## config.mk

```make
export PLATFORM = sky130hd
export DESIGN_NAME = lights_sequencer
export DESIGN_NICKNAME = d
export VERILOG_FILES = /design/src/rtl/lights_pkg.sv /design/src/rtl/lights_sequencer_rr_arbiter.sv /design/src/rtl/lights_sequencer.sv
export SDC_FILE = /design/constraint.sdc
export NUM_CORES = 1
export LEC_CHECK = 0
export ABC_CLOCK_PERIOD_IN_PS = 2950
export CORE_MARGIN = 4
export CORE_UTILIZATION = 45
export CTS_BUF_LIST = sky130_fd_sc_hd__clkbuf_16
export DETAILED_ROUTE_END_ITERATION = 10
export DONT_BUFFER_PORTS = 1
export SLEW_MARGIN = 20
export SYNTH_ARGS = -nofsm -noshare
export SYNTH_HDL_FRONTEND = slang
export SYNTH_SLANG_ARGS = --single-unit
```

## constraint.sdc

```tcl
create_clock -name clk -period 2.95 [get_ports clk]
set_clock_uncertainty 0.05 [all_clocks]
set_input_delay 0.295 -clock clk [delete_from_list [all_inputs] [get_ports clk]]
set_output_delay 0.295 -clock clk [all_outputs]
set_load 0.05 [all_outputs]
```

## src/rtl/lights_pkg.sv

```systemverilog
// Shared types and constants for the lights sequencer: colour range, step
// limit and the controller state encoding.
package lights_pkg;

  localparam int COLOUR_W = 3;

  typedef logic [COLOUR_W-1:0] colour_t;

  localparam colour_t COL_MIN   = 3'd1;
  localparam colour_t COL_MAX   = 3'd6;
  localparam int      MAX_STEPS = 6;

  typedef enum logic [2:0] {
    IDLE,
    CHECK,
    GAP,
    PULSE,
    SETTLE,
    DONE
  } state_t;

  function automatic logic colour_valid(input colour_t c);
    return (c >= COL_MIN) && (c <= COL_MAX);
  endfunction

endpackage

```

## src/rtl/lights_sequencer_rr_arbiter.sv

```systemverilog
// Combinational round-robin pick: first set request at or after the pointer,
// wrapping. The pointer register is owned by the caller.
module rr_arbiter #(
  parameter int N_REQ = 3,
  parameter int PW    = (N_REQ > 1) ? $clog2(N_REQ) : 1
) (
  input  logic [N_REQ-1:0] i_req,
  input  logic [PW-1:0]    i_ptr,
  output logic [N_REQ-1:0] o_grant_next,
  output logic             o_valid
);

  logic [PW:0] w_sum;

  always_comb begin
    o_grant_next = '0;
    o_valid      = 1'b0;
    w_sum        = '0;
    for (int i = 0; i < N_REQ; i++) begin
      w_sum = {1'b0, i_ptr} + (PW+1)'(i);
      if (w_sum >= (PW+1)'(N_REQ)) w_sum = w_sum - (PW+1)'(N_REQ);
      if (!o_valid && i_req[w_sum[PW-1:0]]) begin
        o_grant_next[w_sum[PW-1:0]] = 1'b1;
        o_valid                     = 1'b1;
      end
    end
  end

endmodule

```

## src/rtl/lights_sequencer.sv

```systemverilog
// Shares one LED lights unit between N_REQ requesters: round-robin grant, then
// spaced button pulses until colour_fb matches the target. LIGHTS_SEQ_TIMEOUT_EN
// adds a stuck-feedback abort after MAX_STEPS pulses.
module lights_sequencer
  import lights_pkg::*;
#(
  parameter int N_REQ = 3,
  parameter int DWELL = 4,
  parameter int CW    = 3
) (
  input  logic                clk,
  input  logic                rst,
  input  logic [N_REQ-1:0]    req,
  input  logic [CW*N_REQ-1:0] target,
  input  logic [CW-1:0]       colour_fb,
  output logic                button,
  output logic [N_REQ-1:0]    grant,
  output logic [N_REQ-1:0]    ack,
  output logic                err,
  output logic                busy
);

  localparam int PW = (N_REQ > 1) ? $clog2(N_REQ) : 1;
  localparam int DW = $clog2(DWELL + 1);

  state_t           r_state;
  state_t           w_state_nxt;
  logic             w_err_nxt;
  logic [PW-1:0]    r_ptr;
  logic [PW-1:0]    r_owner;
  logic [PW-1:0]    w_pick_idx;
  colour_t          r_target;
  colour_t          w_pick_target;
  logic [DW-1:0]    r_dwell;
  logic [N_REQ-1:0] w_arb_grant;
  logic             w_arb_valid;
  logic             w_take;
`ifdef LIGHTS_SEQ_TIMEOUT_EN
  logic [2:0]       r_pulses;
`endif

  rr_arbiter #(
    .N_REQ(N_REQ),
    .PW   (PW)
  ) u_arb (
    .i_req       (req),
    .i_ptr       (r_ptr),
    .o_grant_next(w_arb_grant),
    .o_valid     (w_arb_valid)
  );

  assign w_take = (r_state == IDLE) && w_arb_valid;

  always_comb begin
    w_pick_idx    = '0;
    w_pick_target = '0;
    for (int i = 0; i < N_REQ; i++) begin
      if (w_arb_grant[i]) begin
        w_pick_idx    = PW'(i);
        w_pick_target = target[i*CW +: CW];
      end
    end
  end

  always_comb begin
    w_state_nxt = r_state;
    w_err_nxt   = 1'b0;
    case (r_state)
      IDLE:   if (w_arb_valid) w_state_nxt = CHECK;
      CHECK: begin
        if (!colour_valid(r_target)) begin
          w_state_nxt = DONE;
          w_err_nxt   = 1'b1;
        end else if (colour_fb == r_target) begin
          w_state_nxt = DONE;
        end else begin
`ifdef LIGHTS_SEQ_TIMEOUT_EN
          // Feedback has not moved onto the target after a full colour cycle
          if (r_pulses == 3'(MAX_STEPS)) begin
            w_state_nxt = DONE;
            w_err_nxt   = 1'b1;
          end else
`endif
          w_state_nxt = GAP;
        end
      end
      GAP:    if (r_dwell == '0) w_state_nxt = PULSE;
      PULSE:  w_state_nxt = SETTLE;
      SETTLE: w_state_nxt = CHECK;
      DONE:   w_state_nxt = IDLE;
      default: w_state_nxt = IDLE;
    endcase
  end

  // Outputs are registered from the next state so they line up with it
  always_ff @(posedge clk or posedge rst) begin
    if (rst) begin
      r_state <= IDLE;
      r_ptr   <= '0;
      r_owner <= '0;
      r_dwell <= '0;
      button  <= 1'b0;
      grant   <= '0;
      ack     <= '0;
      err     <= 1'b0;
      busy    <= 1'b0;
    end else begin
      r_state <= w_state_nxt;
      button  <= (w_state_nxt == PULSE);
      busy    <= (w_state_nxt != IDLE);
      err     <= w_err_nxt;
      ack     <= (w_state_nxt == DONE) ? (N_REQ'(1) << r_owner) : '0;
      if (w_take) begin
        grant   <= w_arb_grant;
        r_owner <= w_pick_idx;
      end else if (w_state_nxt == DONE) begin
        grant <= '0;
        r_ptr <= (r_owner == PW'(N_REQ-1)) ? '0 : r_owner + PW'(1);
      end
      if (r_state == CHECK && w_state_nxt == GAP) r_dwell <= DW'(DWELL-1);
      else if (r_state == GAP && r_dwell != '0)  r_dwell <= r_dwell - DW'(1);
    end
  end

`ifdef LIGHTS_SEQ_TIMEOUT_EN
  always_ff @(posedge clk or posedge rst) begin
    if (rst)                   r_pulses <= '0;
    else if (w_take)           r_pulses <= '0;
    else if (r_state == PULSE) r_pulses <= r_pulses + 3'd1;
  end
`endif

  always_ff @(posedge clk) begin
    if (w_take) r_target <= w_pick_target;
  end

endmodule

```

==> run metrics, run 1 <==
PnR worst setup slack=0.594 ns; Final period util=79.9%; PwrDens=1240 nW/µm²; yosys warns=0; Post-Syn Area per Cell=9.81 µm²; CTS Buf Count=3; via count=1022; CP bufs+invs=1; hold buffer count at CTS=0; CTS tree=yes; H-tree depth=1; most numerous cell in the Yosys netlist=dfrtp_1; Cell Count, Final, Fillers Out=169; Fin Hold WS=-0.0105 ns; worst-skew pair later-pin latency=0.25 ns; Seq/Total Area, Yosys=~41%; top routing layer in use=met4; status=complete, but fails checks; Post-CTS Setup Bufs=0; Initial Util=48.2%; area of the mapped netlist=1360 µm²; leakage power=0.610 nW; share of cells above drive strength 1=a little over a tenth; Distinct cells, synth=46; failing checks=negative hold slack; dpl ws=a little over 0.6 ns; Clk pin slew, worst setup/hold paths=0.06 ns; Core Box Area=2830 µm²; area growth from synthesis to layout=7.16%; drt initial violations=38; Rows=19; post-cts sizing count=0; commonest cells in the netlist=dfrtp_1, nand2_1, inv_1, nand2b_1, nor2_1; drt drc=0; Post-synth ARST share=86.4%; Required @ worst endpoint=2.99 ns; drt pass-1 iters=4; drt total wl=roughly 2.6 mm; prevailing post-synth register cell=dfrtp_1; DP HPWL=2.07 mm; GPL Wtd Cong=0.753; max_slew headroom=between 50% and 60%; total track usage=14.4%; top cells by area, synth=dfrtp_1, edfxtp_1, ha_1, mux2i_1, nand2b_1; largest net degree at the start of global routing=20; Final setup viols=0; Syn Inst Count=139; DRT antenna net count=0; Die ar.=3980 µm²; Max VDD drop=just over 600 µV; Slew @ Worst Pin=0.699 ns; crit path kind=reg -> reg; top-area cell type share of the netlist area=between 30% and 40%; Fmax=0.424 GHz; clock tree buffer depth=2; crit path cell chain=inv_1 > ha_1 > mux2i_1 > mux2i_1 > nand3b_1 > a31oi_2 > nand3_1 > a31oi_1; met1 wire length=approximately 1.1 mm; WP data arrival=2.40 ns; DR WL met2=approximately 1.3 mm; Tmin final=~2.4 ns; RSZ-0062 raised after global routing=false; Min-Delay Path Class=in -> async; total of max-cap violations=0; initial antenna violation count=0; Met3 Wirelength=101 µm; max incr delay on CP=0.46 ns; CP dominant cell by count=mux2i_1; cell taking the most area after synthesis=dfrtp_1; Vias/cell=6.05; IO Port Bufs=0; Ant. Diodes=0; Worst path slowest cell=ha_1; placed cells=165; number of global-route vias before repair=between 900 and 1000; Seq cells post-synth=22; fin nets=162; total power draw=1.81 mW; total nets after synthesis=162; IO Count=26; critical path launch point type=flop; Setup TNS=0 ns; Overflow after GRT=0; Crit. End Element=flop; max-slew violations=0; Final Hold Viols=17; die height=~63 µm; cell family with most CP delay=compound AO/OA/AOI/OAI gates; Clock Sink Count=22; number of synthesized flops with an enable pin=3; first-pass GRT wire length=4.57 mm; Worst Path Max Fanout=10; WL/cell=15.4 µm; Clock Tree Root=clkbuf_16; Die Width=63.1 µm
-- registers in the layout (all words and copies together) (netlist names), 2 cells and up --
signal / count
ack: 3
grant: 3
r_dwell: 3
r_state: 3
r_target: 3
r_owner: 2
r_ptr: 2
-- metrics by stage --
step	hold slack, ns	util, %	cell area [µm²]
final	-0.0105	51.7	1460
after global routing	0.0509	51.7	1460
after detailed placement	0.287	48.9	1380
after global placement	0.282	48.9	1380
after floorplan	0.196	-	1360
after CTS	0.0151	51.7	1460
-- placed cells by master (no fill, tap or decap), types with 4 or more instances in the layout --
master,synthesis,layout
nand3_1,5,5
mux2i_1,6,6
inv_1,8,8
a21oi_1,5,5
nor3b_1,4,4
ha_1,6,6
nor2_1,7,7
nand2_1,12,12
nand2b_1,8,8
dfrtp_1,19,19
o21ai_0,5,5
a31oi_1,5,5
-- final timing paths --
path                                        startpoint                      to  slack (ns)  cells past startpoint
worst max-delay path              r_ptr[0]$_DFFE_PP0P_   r_target[2]$_DFFE_PP_        0.59                      8
worst min-delay path                               rst  r_dwell[0]$_DFFE_PP0P_       -0.01                      1
worst max register to register    r_ptr[0]$_DFFE_PP0P_   r_target[2]$_DFFE_PP_        0.59                      8
worst min register to register  r_dwell[1]$_DFFE_PP0P_  r_dwell[1]$_DFFE_PP0P_        0.47                      2
max in group asynchronous                          rst           err$_DFF_PP0_        2.41                      1
min in group clk                             target[7]   r_target[1]$_DFFE_PP_        0.26                      2
-- layout make-up --
cell class / instances / area [µm²]
Multi-Input combinational cell: 103 / 741
Sequential cell: 22 / 566
Clock buffer: 3 / 75.1
Inverter: 8 / 30.0
Tap cell: 31 / 38.8
Fill cell: 255 / 1370
Timing Repair Buffer: 1 / 7.51
Clock inverter: 1 / 3.75
-- routing by layer --
metal  track usage, %  vias to the layer above
li1                 -                      501
met1             18.0                      494
met2             23.7                       25
met3             2.84                        2
met4             6.61                        0
met5                0                        -
-- kinds of logic after synthesis --
logic type / after synthesis / share of synthesized area, %
flops: 22 / 41.5
mux: 8 / 6.06
simple gates: 55 / 25.1
xor+xnor: 2 / 1.28
fa+ha+maj: 6 / 5.50
compound gates: 32 / 16.3
buf+inv: 14 / 4.22
-- report_power, final --
| part | switching (mW) | total (mW) | internal, mW | leakage (nW) |
|---|---|---|---|---|
| Combinational | 0.482 | 0.838 | 0.356 | 0.300 |
| Sequential | 0.245 | 0.693 | 0.448 | 0.272 |
| Clock | 0.0962 | 0.277 | 0.180 | 0.0385 |
| Total | 0.823 | 1.81 | 0.985 | 0.610 |
No activity file was read; power rests on OpenSTA's default activity.
==> inputs of run 2 (changes only) <==
--- a/config.mk
+++ b/config.mk
@@ -5,7 +5,8 @@
 export SDC_FILE = /design/constraint.sdc
 export NUM_CORES = 1
 export LEC_CHECK = 0
-export ABC_CLOCK_PERIOD_IN_PS = 2950
+export ABC_AREA = 1
+export ABC_CLOCK_PERIOD_IN_PS = 2200
 export CORE_MARGIN = 4
 export CORE_UTILIZATION = 45
 export CTS_BUF_LIST = sky130_fd_sc_hd__clkbuf_16
==> constraint.sdc (replaced) <==
create_clock -name clk -period 2.2 [get_ports clk]
set_clock_uncertainty 0.05 [all_clocks]
set_input_delay 0.22 -clock clk [delete_from_list [all_inputs] [get_ports clk]]
set_output_delay 0.22 -clock clk [all_outputs]
set_load 0.05 [all_outputs]
==> run 2 against run 1 <==
Net effect:
- the run now ends clean
- area after synthesis shrank 5.8%
- clock power grew 35%
- fmax grew 17%
- worst setup slack lost 0.41 ns
- sequential cell count is the same
- routed wire length shrank 6.5%
- critical endpoint unchanged
- largest cell class unchanged
==> run metrics, run 2 <==
Clock Sink Count=22; largest net degree at the start of global routing=20; drt drc=0; cell family with most CP delay=simple AND/OR/NAND/NOR gates; top-area cell type share of the netlist area=37.0%; WP data arrival=1.98 ns; WL/cell=approximately 13 µm; Net Sw Frac=48.1%; Post-synth ARST share=between 80% and 90%; Die Width=61.4 µm; Power Internal=1.26 mW; Fin Hold WS=0.134 ns; GPL Wtd Cong=0.928; largest family of logic cells by synthesized area=simple AND/OR/NAND/NOR gates; commonest cells in the netlist=nand2_1, nand3_1, dfrtp_1; max_slew headroom=52.4%; CTS tree=yes; Fmax=0.495 GHz; CP bufs+invs=1; commonest non-fill, non-tap cell in the layout=nand2_1; Sw Pwr=between 1 and 1.5 mW; crit path kind=reg -> reg; die height=61.4 µm; crit path cell chain=inv_1 > ha_1 > nand2_1 > nand3_2 > nand2_4 > nand3_1 > o21ai_1 > nor2_4 > nand2_1 > nor2_1 > nor2_1; Clk pin slew, worst setup/hold paths=0.06 ns; via count=1031; Die ar.=around 3800 µm²; leakage power=0.726 nW; Syn Inst Count=around 160; total nets after synthesis=179; Worst Path Max Fanout=8; Post-Syn Area per Cell=8.24 µm²; CTS Buf Count=3; prevailing post-synth register cell=dfrtp_1; top cells by area, synth=dfrtp_1, nand3_1, nand2_1, edfxtp_1, ha_1; yosys warns=0; Final period util=91.8%; first-pass GRT wire length=4.14 mm; area growth from synthesis to layout=11.1%; cell taking the most area after synthesis=dfrtp_1; Overflow after GRT=0; part of the power in combinational logic=48.4%; Post-Synth Adder-Cell Area=under 10%; Distinct cells, synth=27; Initial Util=47.0%; Seq/Total Area, Yosys=44.0%; drt total wl=2.44 mm; status=finished, final reports clean; total track usage=roughly 15%; Required @ worst endpoint=between 2 and 2.5 ns; PnR worst setup slack=0.181 ns; PwrDens=approximately 1700 nW/µm²; Final Hold Viols=0; Clk pwr share=approximately 15%; drt pass-1 iters=4; Tmin final=approximately 2.0 ns; number of synthesized flops with an enable pin=3; share of cells above drive strength 1=15.4%; total power draw=2.43 mW; Core Box Area=around 2700 µm²; Seq cells post-synth=22; Ant. Diodes=0; worst-skew pair later-pin latency=approximately 0.25 ns; Crit. End Element=flop; FILL cells=251; total of max-cap violations=0; Max VDD drop=between 900 and 1000 µV; Slew @ Worst Pin=0.713 ns; DRT antenna net count=0; max incr delay on CP=0.41 ns; Final Cell Area=approximately 1400 µm²; most numerous cell in the Yosys netlist=nand2_1; clock tree buffer depth=2; initial antenna violation count=0; Min-Delay Path Class=in -> reg; critical path launch point type=flop; Sequential Power Share=36.2%; Cell Count, Final, Fillers Out=193; Final Util=between 50 and 60%; drt initial violations=21; Synth Area in XOR/XNOR=about 2.0%; mux share of post-synthesis cell area=0%; Vias/cell=5.34; placed cells=187; DP HPWL=roughly 1.9 mm; Compound-Gate Fraction of Synth Area=6.91%; Final setup viols=0; Clock Tree Root=clkbuf_16; Setup TNS=0 ns; simple-gate share of the synthesized area=between 30% and 40%; placed inst area=roughly 1300 µm²; H-tree depth=1; IO Count=26; Worst path slowest cell=dfrtp_1; fin nets=186; Rows=19; number of global-route vias before repair=1002; area of the mapped netlist=1280 µm²; RSZ-0062 raised after global routing=false; most frequent cells in the layout=nand2_1, nand3_1, dfrtp_1; max-slew violations=0; dpl ws=~0.12 ns; IO Port Bufs=0
==> run 2: cell count changes in the layout (fill, tap and decap cells not counted), moves of 4 or more <==
cell and change:
inv_2 +4, mux2i_1 -6, nand3_1 +19, nand2b_1 -8, nor3b_1 -4, a31oi_1 -5
o21ai_1 +5, nor2_1 +8, inv_1 +10, nand2_1 +16
==> run 2: final timing paths <==
path / from / to / slack (ns) / cells after the start
worst max register to register: r_ptr[1]$_DFFE_PP0P_ / r_target[2]$_DFFE_PP_ / 0.18 / 11
worst min register to register: r_owner[0]$_DFFE_PP0P_ / ack[2]$_DFF_PP0_ / 0.41 / 1
worst max-delay path: r_ptr[1]$_DFFE_PP0P_ / r_target[2]$_DFFE_PP_ / 0.18 / 11
max in group asynchronous: rst / ack[0]$_DFF_PP0_ / 1.17 / 2
worst min-delay path: target[6] / r_target[0]$_DFFE_PP_ / 0.13 / 2
min in group asynchronous: rst / err$_DFF_PP0_ / 0.48 / 2
==> run 2: layout make-up <==
| type | instances | area [µm²] | share of cell area (%) |
|---|---|---|---|
| multi-input cells | 112 | 642 | 45.0 |
| flip-flops and latches | 22 | 566 | 39.6 |
| inverters | 22 | 85.1 | 5.96 |
| clock buffers | 3 | 75.1 | 5.26 |
| well taps | 31 | 38.8 | 2.72 |
| repair buffers | 2 | 17.5 | 1.23 |
| clock inverters | 1 | 3.75 | 0.263 |
==> run 2: routing by layer <==
metal / part of all wire [%] / vias to the layer above / track usage [%] / routed length [µm]
li1: - / 525 / - / -
met4: 2.2 / 0 / 6.97 / 53
met1: 44 / 477 / 17.5 / 1080
met2: 49 / 24 / 26.0 / 1210
met3: 4.3 / 5 / 2.52 / 104
met5: 0 / - / 0 / 0
==> run 2: power groups by stage <==
stage               clock [mW]  combinational (mW)  sequential, mW
floorplan                    0               0.942           0.859
global placement             0                1.11           0.881
detailed placement           0                1.14           0.887
CTS                      0.381                1.15           0.882
global route             0.401                1.36           0.900
finish                   0.374                1.18           0.880
==> run 2: timing repair <==
item	in CTS	in global routing
hold buffers	1	0
hold endpoints to repair	19	0
resized for setup	0	3
endpoints found under the setup margin	0	3
buffers inserted	0	1
==> run 2: kinds of logic (layout without fill, tap and decap cells) <==
family                     count (synthesis)  after routing
and+or+nand+nor                           88             88
xor gates and xnor gates                   3              3
DFF                                       22             22
buffers and inverters                     22             28
AOI/OAI and AO/OA                         15             15
adders and majority gates                  6              6
